$ cat config.mk
export PLATFORM = sky130hd
export DESIGN_NAME = ifsram_w_flat
export DESIGN_NICKNAME = d
export VERILOG_FILES = /design/src/rtl/ifmap_pkg.sv /design/src/rtl/ifsram_w_if.sv /design/src/rtl/ifsram_w_addrgen.sv /design/src/rtl/ifsram_w.sv /design/src/flat_wrapper.sv
export SDC_FILE = /design/constraint.sdc
export NUM_CORES = 1
export LEC_CHECK = 0
export ABC_AREA = 1
export CAP_MARGIN = 20
export CORE_AREA = 2 2 96 98
export DETAILED_ROUTE_END_ITERATION = 12
export DIE_AREA = 0 0 98 100
export PLACE_DENSITY = 0.95
export SLEW_MARGIN = 30
export SYNTH_ARGS = -nofsm -noshare
export SYNTH_HDL_FRONTEND = slang
export SYNTH_HIERARCHICAL = 1
export SYNTH_SLANG_ARGS = --single-unit
$ cat constraint.sdc
create_clock -name clk -period 4.4 [get_ports clk]
set_input_delay 0.88 -clock clk [delete_from_list [all_inputs] [get_ports clk]]
set_output_delay 0.88 -clock clk [all_outputs]
set_load 0.02 [all_outputs]
$ cat src/rtl/ifmap_pkg.sv
// ifmap_pkg: layout constants shared by the ifmap SRAM write and read stages.
// Holds the row-buffer geometry, phase encodings, rows-per-phase counts,
// the write-FSM state type and the word-address helper, so both stages
// agree on exactly one address layout.
package ifmap_pkg;

  localparam int TBITS     = 64;              // one SRAM word per beat
  localparam int TBYTE     = 8;               // bytes per beat
  localparam int WINDOW    = 4;               // output windows per row
  localparam int CH        = 4;               // channel groups per column
  localparam int ROW_COLS  = WINDOW * 3;      // 12 columns per row
  localparam int ROW_WORDS = ROW_COLS * CH;   // 48 words per row slot
  localparam int NUM_SLOTS = 3;               // circular row buffer depth
  localparam int ADDR_W    = 11;

  localparam int CH_W  = $clog2(CH);
  localparam int COL_W = $clog2(ROW_COLS);

  // Row-buffer phases driven by the scheduler
  typedef enum logic [2:0] {
    PH_IDLE         = 3'd0,
    PH_UP_PADDING   = 3'd1,
    PH_THREEROW     = 3'd2,
    PH_TWOROW       = 3'd3,
    PH_ONEROW       = 3'd4,
    PH_DOWN_PADDING = 3'd5
  } phase_e;

  // Rows fetched per refill in each phase
  localparam int ROWS_THREEROW = 3;
  localparam int ROWS_TWOROW   = 1;
  localparam int ROWS_ONEROW   = 1;
  localparam int ROWS_PADDING  = 2;

  typedef enum logic [1:0] {
    IW_IDLE  = 2'd0,
    IW_WRITE = 2'd1,
    IW_FLUSH = 2'd2,
    IW_DONE  = 2'd3
  } iw_state_e;

  // slot*ROW_WORDS + col*CH + ch, unsigned in ADDR_W bits
  function automatic logic [ADDR_W-1:0] word_addr(
    input logic [1:0]       slot,
    input logic [COL_W-1:0] col,
    input logic [CH_W-1:0]  ch
  );
    return ADDR_W'(slot) * ADDR_W'(ROW_WORDS) + ADDR_W'(col) * ADDR_W'(CH) + ADDR_W'(ch);
  endfunction

endpackage

$ cat src/rtl/ifsram_w_if.sv
// ifsram_w_if: input beat stream plus ifmap SRAM write port.
//   isif_data/isif_valid/isif_ready : upstream beat stream
//   cen/wen/addr/din_*_ifsram       : SRAM write strobe (active-low enables)
//   row_written/row_slot            : row-complete flag and its slot
// slave = write stage, master = stream source / SRAM side.
interface ifsram_w_if
  import ifmap_pkg::*;
#(
  parameter int DW = TBITS,
  parameter int AW = ADDR_W
);
  logic [DW-1:0] isif_data;
  logic          isif_valid;
  logic          isif_ready;
  logic          cen_writes_ifsram;
  logic          wen_writes_ifsram;
  logic [AW-1:0] addr_write_ifsram;
  logic [DW-1:0] din_write_ifsram;
  logic          row_written;
  logic [1:0]    row_slot;

  modport slave (
    input  isif_data, isif_valid,
    output isif_ready, cen_writes_ifsram, wen_writes_ifsram,
           addr_write_ifsram, din_write_ifsram, row_written, row_slot
  );

  modport master (
    output isif_data, isif_valid,
    input  isif_ready, cen_writes_ifsram, wen_writes_ifsram,
           addr_write_ifsram, din_write_ifsram, row_written, row_slot
  );
endinterface

$ cat src/rtl/ifsram_w_addrgen.sv
// ifsram_w_addrgen: ch/col/row/slot counters and word-address generation.
//   i_load/i_start_slot/i_rows : restart counters for a new command
//   i_adv                      : one beat accepted, step counters
//   o_addr/o_slot              : address/slot of the current beat
//   o_row_end                  : current beat is the last of its row
//   o_cmd_end                  : current beat is the last of the command
module ifsram_w_addrgen
  import ifmap_pkg::*;
(
  input  logic              clk,
  input  logic              reset,
  input  logic              i_load,
  input  logic [1:0]        i_start_slot,
  input  logic [1:0]        i_rows,
  input  logic              i_adv,
  output logic [ADDR_W-1:0] o_addr,
  output logic [1:0]        o_slot,
  output logic              o_row_end,
  output logic              o_cmd_end
);
  logic [CH_W-1:0]  r_ch;
  logic [COL_W-1:0] r_col;
  logic [1:0]       r_row;
  logic [1:0]       r_rows;
  logic [1:0]       r_slot;
  logic             w_col_end;

  assign w_col_end = (r_ch == CH_W'(CH - 1));
  assign o_row_end = w_col_end && (r_col == COL_W'(ROW_COLS - 1));
  assign o_cmd_end = o_row_end && (r_row == r_rows - 2'd1);
  assign o_addr    = word_addr(r_slot, r_col, r_ch);
  assign o_slot    = r_slot;

  always_ff @(posedge clk or negedge reset) begin
    if (!reset) begin
      r_ch   <= '0;
      r_col  <= '0;
      r_row  <= '0;
      r_rows <= '0;
      r_slot <= '0;
    end else if (i_load) begin
      r_ch   <= '0;
      r_col  <= '0;
      r_row  <= '0;
      r_rows <= i_rows;
      // slot code 3 has no physical row; fold it onto slot 0
      r_slot <= (i_start_slot == 2'd3) ? 2'd0 : i_start_slot;
    end else if (i_adv) begin
      if (!w_col_end) begin
        r_ch <= r_ch + 1'b1;
      end else begin
        r_ch <= '0;
        if (!o_row_end) begin
          r_col <= r_col + 1'b1;
        end else begin
          r_col  <= '0;
          r_row  <= r_row + 2'd1;
          r_slot <= (r_slot == 2'(NUM_SLOTS - 1)) ? 2'd0 : r_slot + 2'd1;
        end
      end
    end
  end
endmodule

$ cat src/rtl/ifsram_w.sv
// ifsram_w: ifmap SRAM write stage. Takes one load command at a time and
// writes rows_to_load rows of stream beats into the 3-slot row buffer.
//   clk/reset                  : clock, async active-low reset
//   if_write_start/rows_to_load/start_slot : load command
//   if_write_busy/if_write_done           : command status (registered)
//   bus (slave)                : beat stream in, SRAM write port out
module ifsram_w
  import ifmap_pkg::*;
(
  input  logic       clk,
  input  logic       reset,
  input  logic       if_write_start,
  input  logic [1:0] rows_to_load,
  input  logic [1:0] start_slot,
  output logic       if_write_busy,
  output logic       if_write_done,
  ifsram_w_if.slave  bus
);
  iw_state_e         r_state, w_nxt;
  logic              w_load, w_acc;
  logic [ADDR_W-1:0] w_addr;
  logic [1:0]        w_slot;
  logic              w_row_end, w_cmd_end;

  assign w_load         = (r_state == IW_IDLE) && if_write_start;
  assign bus.isif_ready = (r_state == IW_WRITE);
  assign w_acc          = bus.isif_ready && bus.isif_valid;

  ifsram_w_addrgen u_addrgen (
    .clk          (clk),
    .reset        (reset),
    .i_load       (w_load),
    .i_start_slot (start_slot),
    .i_rows       (rows_to_load),
    .i_adv        (w_acc),
    .o_addr       (w_addr),
    .o_slot       (w_slot),
    .o_row_end    (w_row_end),
    .o_cmd_end    (w_cmd_end)
  );

  always_ff @(posedge clk or negedge reset) begin
    if (!reset) r_state <= IW_IDLE;
    else        r_state <= w_nxt;
  end

  always_comb begin
    w_nxt = r_state;
    case (r_state)
      IW_IDLE:  if (if_write_start) w_nxt = (rows_to_load == 2'd0) ? IW_DONE : IW_WRITE;
      IW_WRITE: if (w_acc && w_cmd_end) w_nxt = IW_FLUSH;
      IW_FLUSH: w_nxt = IW_DONE;   // final strobe is on the SRAM pins now
      IW_DONE:  w_nxt = IW_IDLE;
      default:  w_nxt = IW_IDLE;
    endcase
  end

  // Status and SRAM pins are all registered off the current state/beat.
  always_ff @(posedge clk or negedge reset) begin
    if (!reset) begin
      if_write_busy         <= 1'b0;
      if_write_done         <= 1'b0;
      bus.cen_writes_ifsram <= 1'b1;
      bus.wen_writes_ifsram <= 1'b1;
      bus.addr_write_ifsram <= '0;
      bus.din_write_ifsram  <= '0;
      bus.row_written       <= 1'b0;
      bus.row_slot          <= '0;
    end else begin
      if_write_busy <= (r_state != IW_IDLE);
      if_write_done <= (r_state == IW_DONE);
      if (w_acc) begin
        bus.cen_writes_ifsram <= 1'b0;
        bus.wen_writes_ifsram <= 1'b0;
        bus.addr_write_ifsram <= w_addr;
        bus.din_write_ifsram  <= bus.isif_data;
        bus.row_written       <= w_row_end;
        if (w_row_end) bus.row_slot <= w_slot;
      end else begin
        bus.cen_writes_ifsram <= 1'b1;
        bus.wen_writes_ifsram <= 1'b1;
        bus.row_written       <= 1'b0;
      end
    end
  end
endmodule

$ cat src/flat_wrapper.sv
// flat-port wrapper written by rule: the top's interface ports become plain ports
module ifsram_w_flat import ifmap_pkg::*;
  (clk, reset, if_write_start, rows_to_load, start_slot, if_write_busy, if_write_done, bus_isif_data, bus_isif_valid, bus_isif_ready, bus_cen_writes_ifsram, bus_wen_writes_ifsram, bus_addr_write_ifsram, bus_din_write_ifsram, bus_row_written, bus_row_slot);
  ifsram_w_if bus_i ();
  input  logic clk;
  input  logic reset;
  input  logic if_write_start;
  input  logic [1:0] rows_to_load;
  input  logic [1:0] start_slot;
  output logic if_write_busy;
  output logic if_write_done;
  input wire logic [$bits(bus_i.isif_data)-1:0] bus_isif_data;
  input wire logic [$bits(bus_i.isif_valid)-1:0] bus_isif_valid;
  output wire logic [$bits(bus_i.isif_ready)-1:0] bus_isif_ready;
  output wire logic [$bits(bus_i.cen_writes_ifsram)-1:0] bus_cen_writes_ifsram;
  output wire logic [$bits(bus_i.wen_writes_ifsram)-1:0] bus_wen_writes_ifsram;
  output wire logic [$bits(bus_i.addr_write_ifsram)-1:0] bus_addr_write_ifsram;
  output wire logic [$bits(bus_i.din_write_ifsram)-1:0] bus_din_write_ifsram;
  output wire logic [$bits(bus_i.row_written)-1:0] bus_row_written;
  output wire logic [$bits(bus_i.row_slot)-1:0] bus_row_slot;
  assign bus_i.isif_data = bus_isif_data;
  assign bus_i.isif_valid = bus_isif_valid;
  assign bus_isif_ready = bus_i.isif_ready;
  assign bus_cen_writes_ifsram = bus_i.cen_writes_ifsram;
  assign bus_wen_writes_ifsram = bus_i.wen_writes_ifsram;
  assign bus_addr_write_ifsram = bus_i.addr_write_ifsram;
  assign bus_din_write_ifsram = bus_i.din_write_ifsram;
  assign bus_row_written = bus_i.row_written;
  assign bus_row_slot = bus_i.row_slot;
  ifsram_w u_core (.clk(clk), .reset(reset), .if_write_start(if_write_start), .rows_to_load(rows_to_load), .start_slot(start_slot), .if_write_busy(if_write_busy), .if_write_done(if_write_done), .bus(bus_i));
endmodule
==> reports/results.tsv, run 1 <==
metric	value	unit
leakage	2.98	nW
fraction of registers with async set/reset	100	%
top cells by count, synth	nand2_1 (278), dfrtp_1 (94), inv_1 (20), ha_1 (13), nor2_1 (12)	
post-synthesis cell type count	27	
Top Metal Used	met4	
CTS Buf Count	9	
Ant. Diodes	0	
maximum VDD drop	0.468	mV
Sink Count	95	
met2 wire length	4910	um
Final Hold Fails	0	
CP Capture Type	output pin	
Final TNS setup	0	ns
Clock Latency Late Sink	0.35	ns
met3 wire len	619	um
# Post-CTS Setup Buffers	0	
Slew Limit Headroom	48.7	%
pre-CTS setup slack	1.62	ns
clk_skew	0.0135	ns
PD cells	677	nW/um^2
WL met1	3940	um
remaining design rule violation count	0	
DR vias	3482	
largest cells by area after synthesis	dfrtp_1 (57%), nand2_1 (25%), ha_1 (4.0%)	
result of the run	finished, final reports clean	
share of cells above drive strength 1	4.79	%
1st-pass router iterations	4	
number of flops mapped to enable cells by yosys	0	
ys flop type	dfrtp_1	
num rows	35	
unrepaired setup endpoints after global routing	false	
clock slew at reported path FFs	0.09	ns
Final WS setup	1.79	ns
worst-case clock buffer depth	2	
post-route ant nets	0	
Syn Inst Count	475	
fin cells	737	
Final Critical Period	2.61	ns
CP Max Fanout	4	
CTS root buf	clkbuf_8	
number of global-route vias before repair	3418	
Slew @ Worst Pin	0.769	ns
cell accounting for the most synthesized area	dfrtp_1	
Via-to-Cell Ratio	4.72	
wire length per cell	13.1	um
initial antenna violation count	0	
dpl hpwl	7090	um
Crit Path Category	reg -> out	
register area share after synthesis	57.9	%
initial drt markers	117	
most common cell in the netlist	nand2_1	
Core Box Area	8890	um^2
Crit path required time	3.52	ns
final period utilization	59.3	%
GRT Residual Overflow	0	
synth-to-layout area growth	41.7	%
FF+latch count, synth	95	
GP Congestion	0.822	
H-tree levels	3	
Yosys Warn Count	6	
area share of the largest cell type after synthesis	57.3	%
total global-route track usage	19.7	%
# setup viols final	0	
Critical Path AT	1.73	ns
Die Height	100	um
IO Count	155	
first-pass GRT wire length	15800	um
Initial Utilization	46.2	%
final count of pins violating max slew	0	
Syn Area/Cell	8.65	um^2
CTS tree	done	
pin count of the biggest net entering global routing	77	
die width	98	um
Maximum Capacitance Violations	0	
number of buffers inserted by hold repair at cts	0	
die area	9800	um^2
mapped cell area	4110	um^2
nets@finish	707	
Worst Hold Class	reg -> reg	
CP Launch Type	flip-flop	
Resized Gates After CTS	0	
Total Wirelength	9620	um
placed cell count	721	
I/O Buffers	154	
max frequency	384	MHz
[critical path, stage by stage (launching register included)]
cell and delay (ns):
dfrtp_1 0.43, inv_1 0.12, ha_1 0.22, clkdlybuf4s50_1 0.62
[cells by family (layout without fill, tap and decap cells)]
logic type / count (synthesis) / count (layout) / share of synthesized area (%)
and+or+nand+nor: 310 / 310 / 29.6
DFF: 95 / 95 / 57.9
xor gates and xnor gates: 3 / 3 / 0.640
buffers and inverters: 45 / 195 / 6.46
other: 1 / 2 / 0.0913
AOI/OAI and AO/OA: 7 / 7 / 0.853
adders and majority gates: 14 / 14 / 4.45
[layout by cell type (no fill, tap or decap), types with 2 or more instances in the layout]
cell / count
buf_4: 4
clkbuf_8: 10
clkdlybuf4s50_1: 153
clkinv_4: 2
clkinvlp_4: 2
conb_1: 2
dfrtp_1: 94
ha_1: 13
inv_1: 20
nand2_1: 278
nand2_2: 5
nand3_1: 9
nand3_2: 2
nor2_1: 12
o21ai_0: 5
xor2_1: 2
[flip-flops by register name (all words and copies together), names as in the netlist, 2 cells and up]
signal                        count
u_core/u_addrgen/r_row            2
u_core/bus.row_slot               2
u_core/bus.addr_write_ifsram     11
u_core/u_addrgen/r_ch             2
u_core/u_addrgen/r_rows           2
u_core/bus.din_write_ifsram      64
u_core/u_addrgen/o_slot           2
u_core/u_addrgen/r_col            4
u_core/r_state                    2
[metrics by stage]
stage | power, mW | instance area [um^2] | util [%] | hold WS, ns
6_report | 3.94 | 5820 | 65.5 | 0.484
5_1_grt | 4.22 | 5820 | 65.5 | 0.502
4_1_cts | 3.98 | 5820 | 65.5 | 0.486
3_5_place_dp | 3.44 | 5640 | 63.4 | 0.464
3_3_place_gp | 3.35 | 5640 | 63.4 | 0.461
2_1_floorplan | 2.56 | 4110 | - | 0.468
[power by group]
group / total (mW) / internal, mW / switching, mW / leakage (nW)
Clock: 0.522 / 0.225 / 0.296 / 0.0861
Combinational: 1.95 / 0.866 / 1.08 / 1.69
Sequential: 1.47 / 1.24 / 0.230 / 1.20
[final cells by class]
class | instances | area [um^2]
clock buffers | 11 | 141
clock inverters | 5 | 41.3
fillers | 709 | 3070
inverters | 22 | 90.1
multi-input cells | 336 | 1470
flip-flops and latches | 95 | 2380
well taps | 111 | 139
repair buffers | 157 | 1560
[worst paths after layout]
path	start	end	slack, ns	cells past startpoint
worst max-delay path	u_core/r_state[1]	bus_isif_ready	1.79	3
worst min-delay path	u_core/bus.din_write_ifsram[51]	u_core/bus.din_write_ifsram[51]	0.48	2
worst max register to register	u_core/r_state[1]	u_core/bus.din_write_ifsram[57]	2.28	7
worst min register to register	u_core/bus.din_write_ifsram[51]	u_core/bus.din_write_ifsram[51]	0.48	2
max in group asynchronous	reset	u_core/bus.din_write_ifsram[44]	2.89	2
min in group asynchronous	reset	u_core/bus.row_slot[1]	0.58	1
[metal layers]
metal | vias up | track usage (%)
met5 | - | 0
met4 | 0 | 6.62
met3 | 13 | 4.60
met2 | 119 | 34.5
met1 | 1636 | 24.3
li1 | 1714 | -
Note: power is estimated with default switching activity, not from simulation.
==> run 2: changes to the inputs <==
--- a/config.mk
+++ b/config.mk
@@ -7,10 +7,10 @@
 export LEC_CHECK = 0
 export ABC_AREA = 1
 export CAP_MARGIN = 20
-export CORE_AREA = 2 2 96 98
+export CORE_AREA = 2 2 105 107
 export DETAILED_ROUTE_END_ITERATION = 12
-export DIE_AREA = 0 0 98 100
-export PLACE_DENSITY = 0.95
+export DIE_AREA = 0 0 107 109
+export PLACE_DENSITY = 0.86
 export SLEW_MARGIN = 30
 export SYNTH_ARGS = -nofsm -noshare
 export SYNTH_HDL_FRONTEND = slang
==> constraint.sdc (replaced) <==
create_clock -name clk -period 2.3 [get_ports clk]
set_input_delay 0.46 -clock clk [delete_from_list [all_inputs] [get_ports clk]]
set_output_delay 0.46 -clock clk [all_outputs]
set_load 0.02 [all_outputs]
==> run 2 against run 1 <==
Compared with the run above:
- sequential share of layout area decreased by 0.75 points
- wire length increased by 2.2%
- die area increased by 19%
- highest routed layer unchanged
- via count decreased by 1.8%
- clock power increased by 120%
- non-clock buffer count increased by 4
- sequential power increased by 91%
- design area increased by 1.9%
- clock-buffer cell count increased by 1
- critical path depth unchanged
- power increased by 96%
- setup slack got worse by 1.7 ns
- critical path type unchanged
==> reports/results.tsv, run 2 (synthesized netlist as in run 1, its figures left out) <==
metric	value	unit	change
leakage	3.02	nW	was 2.98 nW
first-pass GRT wire length	15600	um	was 15,800 um
worst-case clock buffer depth	2		unchanged
result of the run	finished, final reports clean		unchanged
maximum VDD drop	0.585	mV	was 0.468 mV
GRT Residual Overflow	0		unchanged
Initial Utilization	38.7	%	was 46.2%
pin count of the biggest net entering global routing	51		was 77
commonest non-fill, non-tap cell in the layout	nand2_1		unchanged
Clock Latency Late Sink	0.34	ns	was 0.35 ns
share of cells above drive strength 1	5.09	%	was 4.79%
hold_ws	0.0125	ns	was 0.484 ns
H-tree levels	3		unchanged
most frequent cells in the layout	nand2_1 (278), clkdlybuf4s50_1 (153), dfrtp_1 (94), inv_1 (20), ha_1 (13)		unchanged
worst path cell trace	inv_1 -> ha_1 -> clkdlybuf4s50_1		unchanged
Maximum Capacitance Violations	0		unchanged
IO Count	155		unchanged
Via-to-Cell Ratio	4.45		was 4.72
remaining design rule violation count	0		unchanged
fillers	912		was 709
Crit path required time	1.84	ns	was 3.52 ns
initial drt markers	184		was 117
slowest stage delay, CP	0.62	ns	about the same
total global-route track usage	17.0	%	was 19.7%
Crit Path Category	reg -> out		unchanged
# setup viols final	0		unchanged
clk_skew	0.00972	ns	was 0.0135 ns
initial antenna violation count	0		unchanged
1st-pass router iterations	4		unchanged
Sink Count	95		unchanged
PD cells	1300	nW/um^2	was 677 nW/um^2
num rows	38		was 35
CTS Buf Count	9		unchanged
DR vias	3421		was 3,482
reg-to-reg endpoint	u_core/bus.addr_write_ifsram[8]		was u_core/bus.din_write_ifsram[57]
final count of pins violating max slew	0		unchanged
largest reg by FF count	u_core/bus.din_write_ifsram		unchanged
CTS root buf	clkbuf_8		unchanged
Final TNS setup	0	ns	unchanged
number of global-route vias before repair	3428		was 3,418
Final Critical Period	2.18	ns	
CP Capture Type	output pin		unchanged
Worst Hold Class	in -> async		was reg -> reg
Final Hold Fails	0		unchanged
RR Startpoint	u_core/u_addrgen/o_slot[0]		was u_core/r_state[1]
Core Box Area	10600	um^2	was 8890 um^2
synth-to-layout area growth	44.3	%	was 41.7%
clock slew at reported path FFs	0.08	ns	was 0.09 ns
Final Cell Area	5930	um^2	was 5820 um^2
Critical Path AT	1.72	ns	was 1.73 ns
GP Congestion	0.774		was 0.822
Die Height	109	um	was 100 um
max frequency	459	MHz	
max reg flops	64		unchanged
post-route ant nets	0		unchanged
final period utilization	94.7	%	
CTS tree	done		unchanged
Ant. Diodes	0		unchanged
wire length per cell	12.8	um	was 13.1 um
CP Launch Type	flip-flop		unchanged
setup slack, reg-to-reg	0.48	ns	was 2.28 ns
largest registers	u_core/bus.din_write_ifsram: 64 flops, u_core/bus.addr_write_ifsram: 11 flops, u_core/u_addrgen/r_col: 4 flops		unchanged
# Post-CTS Setup Buffers	0		unchanged
nets@finish	711		was 707
Post-DP Area	5720	um^2	was 5640 um^2
FF-to-FF path depth	6		was 7
dpl hpwl	7400	um	was 7090 um
CP Max Fanout	4		unchanged
unrepaired setup endpoints after global routing	false		unchanged
Crit-path slowest cell	clkdlybuf4s50_1		unchanged
I/O Buffers	154		unchanged
Total Wirelength	9830	um	was 9620 um
number of buffers inserted by hold repair at cts	0		unchanged
die width	107	um	was 98 um
Resized Gates After CTS	0		unchanged
die area	11700	um^2	was 9800 um^2
run 2: changes by cell type in the layout (fill, tap and decap cells not counted):
| cell | previous run | this run |
|---|---|---|
| buf_4 | 4 | 7 |
| bufinv_16 | 0 | 2 |
| clkinv_4 | 2 | 0 |
| buf_12 | 0 | 1 |
| clkbuf_1 | 1 | 2 |
| clkinvlp_4 | 2 | 1 |
| inv_6 | 1 | 0 |
run 2: how the worst max path moves through the flow:
stage                            from                         to  slack, ns  cells past startpoint
floorplan           u_core/r_state[1]  u_core/u_addrgen/r_col[3]       0.52                     11
global placement       if_write_start  u_core/u_addrgen/r_col[2]       0.51                      9
detailed placement     if_write_start  u_core/u_addrgen/r_col[3]       0.45                      9
CTS                 u_core/r_state[1]             bus_isif_ready       0.09                      3
global route        u_core/r_state[1]             bus_isif_ready       0.02                      3
finish              u_core/r_state[1]             bus_isif_ready       0.12                      3
run 2: worst max-delay path: cells and delay by family, from the launching register on:
kind       cells  cell delay, ns
flops          1            0.41
fa+ha+maj      1            0.22
buf+inv        2            0.74
run 2: area by class of cell:
cell class                 instances  area, um^2  area share, %
sequential                        95        2380           40.1
inverter                          22        90.1           1.52
multi-input combinational        336        1470           24.8
clock buffer                      12         145           2.45
clock inverter                     3        67.6           1.14
timing repair buffer             161        1600           27.1
tap                              140         175           2.95
run 2: power breakdown:
part | internal, mW | switching, mW | leakage, nW
registers | 2.38 | 0.433 | 1.20
clock network | 0.638 | 0.529 | 0.103
logic | 1.68 | 2.08 | 1.71
total | 4.69 | 3.04 | 3.02
run 2: stage by stage:
| step | power, mW | instances | util, % | worst slack, ns |
|---|---|---|---|---|
| after floorplan | 4.90 | 476 | - | 0.525 |
| after global placement | 6.48 | 754 | 53.9 | 0.513 |
| after detailed placement | 6.63 | 754 | 53.9 | 0.449 |
| after CTS | 7.83 | 769 | 55.9 | 0.0887 |
| after global routing | 8.30 | 769 | 55.9 | 0.0208 |
| final | 7.74 | 769 | 55.9 | 0.123 |
run 2: metal layers:
metal / track usage, % / vias to the layer above / routed length, um
met5: 0 / - / 0
met4: 5.19 / 0 / 82
met3: 4.24 / 9 / 645
met2: 29.8 / 99 / 4890
met1: 20.7 / 1590 / 4210
li1: - / 1723 / -
==> run 3: changes to the inputs <==
--- a/config.mk
+++ b/config.mk
@@ -7,9 +7,9 @@
 export LEC_CHECK = 0
 export ABC_AREA = 1
 export CAP_MARGIN = 20
-export CORE_AREA = 2 2 105 107
+export CORE_AREA = 2 2 121 93
 export DETAILED_ROUTE_END_ITERATION = 12
-export DIE_AREA = 0 0 107 109
+export DIE_AREA = 0 0 123 95
 export PLACE_DENSITY = 0.86
 export SLEW_MARGIN = 30
 export SYNTH_ARGS = -nofsm -noshare
==> run 3 against run 2 <==
Compared with the run above:
- setup slack worse by 0.018 ns
- clock power up 25%
- clock-buffer cell count down 3
- register-to-register slack better by 0.03 ns
- die area up 0.19%
- clock skew down 0.0022 ns
- design area up 1.4%
- sequential cell count unchanged
- utilization up 0.51 points
- critical path depth unchanged
- global-route usage about the same
- worst hold slack better by 0.062 ns
- highest routed layer unchanged
==> reports/results.tsv, run 3 (synthesized netlist as in run 1, its figures left out) <==
metric	value	unit	change
total global-route track usage	17.0	%	about the same
synth-to-layout area growth	46.3	%	was 44.3%
wire length per cell	12.8	um	about the same
CP Launch Type	flip-flop		unchanged
nets@finish	709		was 711
commonest non-fill, non-tap cell in the layout	nand2_1		unchanged
I/O Buffers	154		unchanged
largest registers	u_core/bus.din_write_ifsram: 64 flops, u_core/bus.addr_write_ifsram: 11 flops, u_core/u_addrgen/r_col: 4 flops		unchanged
Total Wirelength	9820	um	was 9830 um
maximum VDD drop	0.619	mV	was 0.585 mV
IO Count	155		unchanged
die width	123	um	was 107 um
Via-to-Cell Ratio	4.53		was 4.45
remaining design rule violation count	0		unchanged
Die Height	95	um	was 109 um
dpl hpwl	7210	um	was 7400 um
unrepaired setup endpoints after global routing	false		unchanged
Worst Hold Class	in -> async		unchanged
largest reg by FF count	u_core/bus.din_write_ifsram		unchanged
1st-pass router iterations	4		unchanged
share of cells above drive strength 1	5.25	%	was 5.09%
post-route ant nets	0		unchanged
max frequency	455	MHz	was 459 MHz
DR vias	3476		was 3,421
Maximum Capacitance Violations	0		unchanged
initial drt markers	152		was 184
number of global-route vias before repair	3478		was 3,428
PD cells	1330	nW/um^2	was 1300 nW/um^2
# Post-CTS Setup Buffers	0		unchanged
most frequent cells in the layout	nand2_1 (278), clkdlybuf4s50_1 (153), dfrtp_1 (94), inv_1 (20), ha_1 (13)		unchanged
max reg flops	64		unchanged
worst-case clock buffer depth	2		unchanged
Crit path required time	1.84	ns	about the same
CTS Buf Count	9		unchanged
setup slack, reg-to-reg	0.51	ns	was 0.48 ns
GP Congestion	0.780		was 0.774
RR Startpoint	u_core/u_addrgen/o_slot[0]		unchanged
initial antenna violation count	0		unchanged
number of buffers inserted by hold repair at cts	0		unchanged
Ant. Diodes	0		unchanged
FF-to-FF path depth	8		was 6
die area	11700	um^2	about the same
clock slew at reported path FFs	0.07	ns	was 0.08 ns
fillers	908		was 912
Clock Latency Late Sink	0.33	ns	was 0.34 ns
Crit Path Category	reg -> out		unchanged
fin cells	768		was 769
H-tree levels	3		unchanged
num rows	33		was 38
hold_ws	0.0745	ns	was 0.0125 ns
result of the run	finished, final reports clean		unchanged
CP Max Fanout	4		unchanged
CTS tree	done		unchanged
Initial Utilization	38.6	%	was 38.7%
Final Hold Fails	0		unchanged
# setup viols final	0		unchanged
Critical Path AT	1.74	ns	was 1.72 ns
leakage	3.06	nW	was 3.02 nW
final count of pins violating max slew	0		unchanged
final period utilization	95.5	%	was 94.7%
reg-to-reg endpoint	u_core/bus.addr_write_ifsram[7]		was u_core/bus.addr_write_ifsram[8]
Final Critical Period	2.20	ns	was 2.18 ns
CTS root buf	clkbuf_16		was clkbuf_8
CP Capture Type	output pin		unchanged
Core Box Area	10700	um^2	was 10,600 um^2
GRT Residual Overflow	0		unchanged
first-pass GRT wire length	15600	um	about the same
placed cell count	752		was 754
Final TNS setup	0	ns	unchanged
clk_skew	0.00754	ns	was 0.00972 ns
pre-CTS setup slack	0.358	ns	was 0.449 ns
Resized Gates After CTS	0		unchanged
Sink Count	95		unchanged
Final WS setup	0.105	ns	was 0.123 ns
pin count of the biggest net entering global routing	77		was 51
-- run 3: cell count changes in the layout (fill, tap and decap cells not counted) --
cell        delta
buf_12         +1
buf_4          -3
bufinv_16      -1
clkbuf_1       -2
clkbuf_16      +9
clkbuf_8      -10
clkinv_2       +2
clkinv_4       +1
clkinvlp_4     +1
inv_6          +1
-- run 3: critical path, stage by stage (launching register included) --
cell	delay, ns
dfrtp_1	0.42
inv_1	0.12
ha_1	0.23
clkdlybuf4s50_1	0.63
-- run 3: per-layer routing --
metal / GRT usage [%] / vias up / share of wire, %
li1: - / 1725 / -
met1: 20.7 / 1607 / 43
met2: 29.6 / 132 / 47
met4: 4.64 / 0 / 1.1
met5: 0 / - / 0
met3: 4.95 / 12 / 8.3
-- run 3: metrics by stage --
| step | instance area [um^2] | power [mW] | utilization [%] |
|---|---|---|---|
| global placement | 5710 | 6.46 | 53.6 |
| global route | 6010 | 8.59 | 56.4 |
| detailed placement | 5710 | 6.61 | 53.6 |
| CTS | 6010 | 8.11 | 56.4 |
| floorplan | 4110 | 4.90 | - |
| finish | 6010 | 8.02 | 56.4 |
-- run 3: final cells by class --
class	count	area (um^2)	area share (%)
inverters	22	90.1	1.50
well taps	140	175	2.91
flip-flops and latches	95	2380	39.6
clock inverters	7	72.6	1.21
clock buffers	9	225	3.75
multi-input cells	336	1470	24.4
repair buffers	159	1600	26.6
-- run 3: power breakdown --
group          switching, mW  internal (mW)  total, mW
Clock                  0.615          0.843       1.46
Sequential             0.442           2.39       2.83
Combinational           2.06           1.67       3.74
-- run 3: worst max-delay path by stage --
stage / start / to / depth (start not counted)
floorplan: u_core/r_state[1] / u_core/u_addrgen/r_col[3] / 11
global placement: bus_isif_valid / u_core/u_addrgen/r_row[1] / 6
detailed placement: bus_isif_valid / u_core/u_addrgen/r_row[1] / 6
CTS: u_core/r_state[1] / bus_isif_ready / 3
global route: u_core/r_state[1] / bus_isif_ready / 3
finish: u_core/r_state[1] / bus_isif_ready / 3
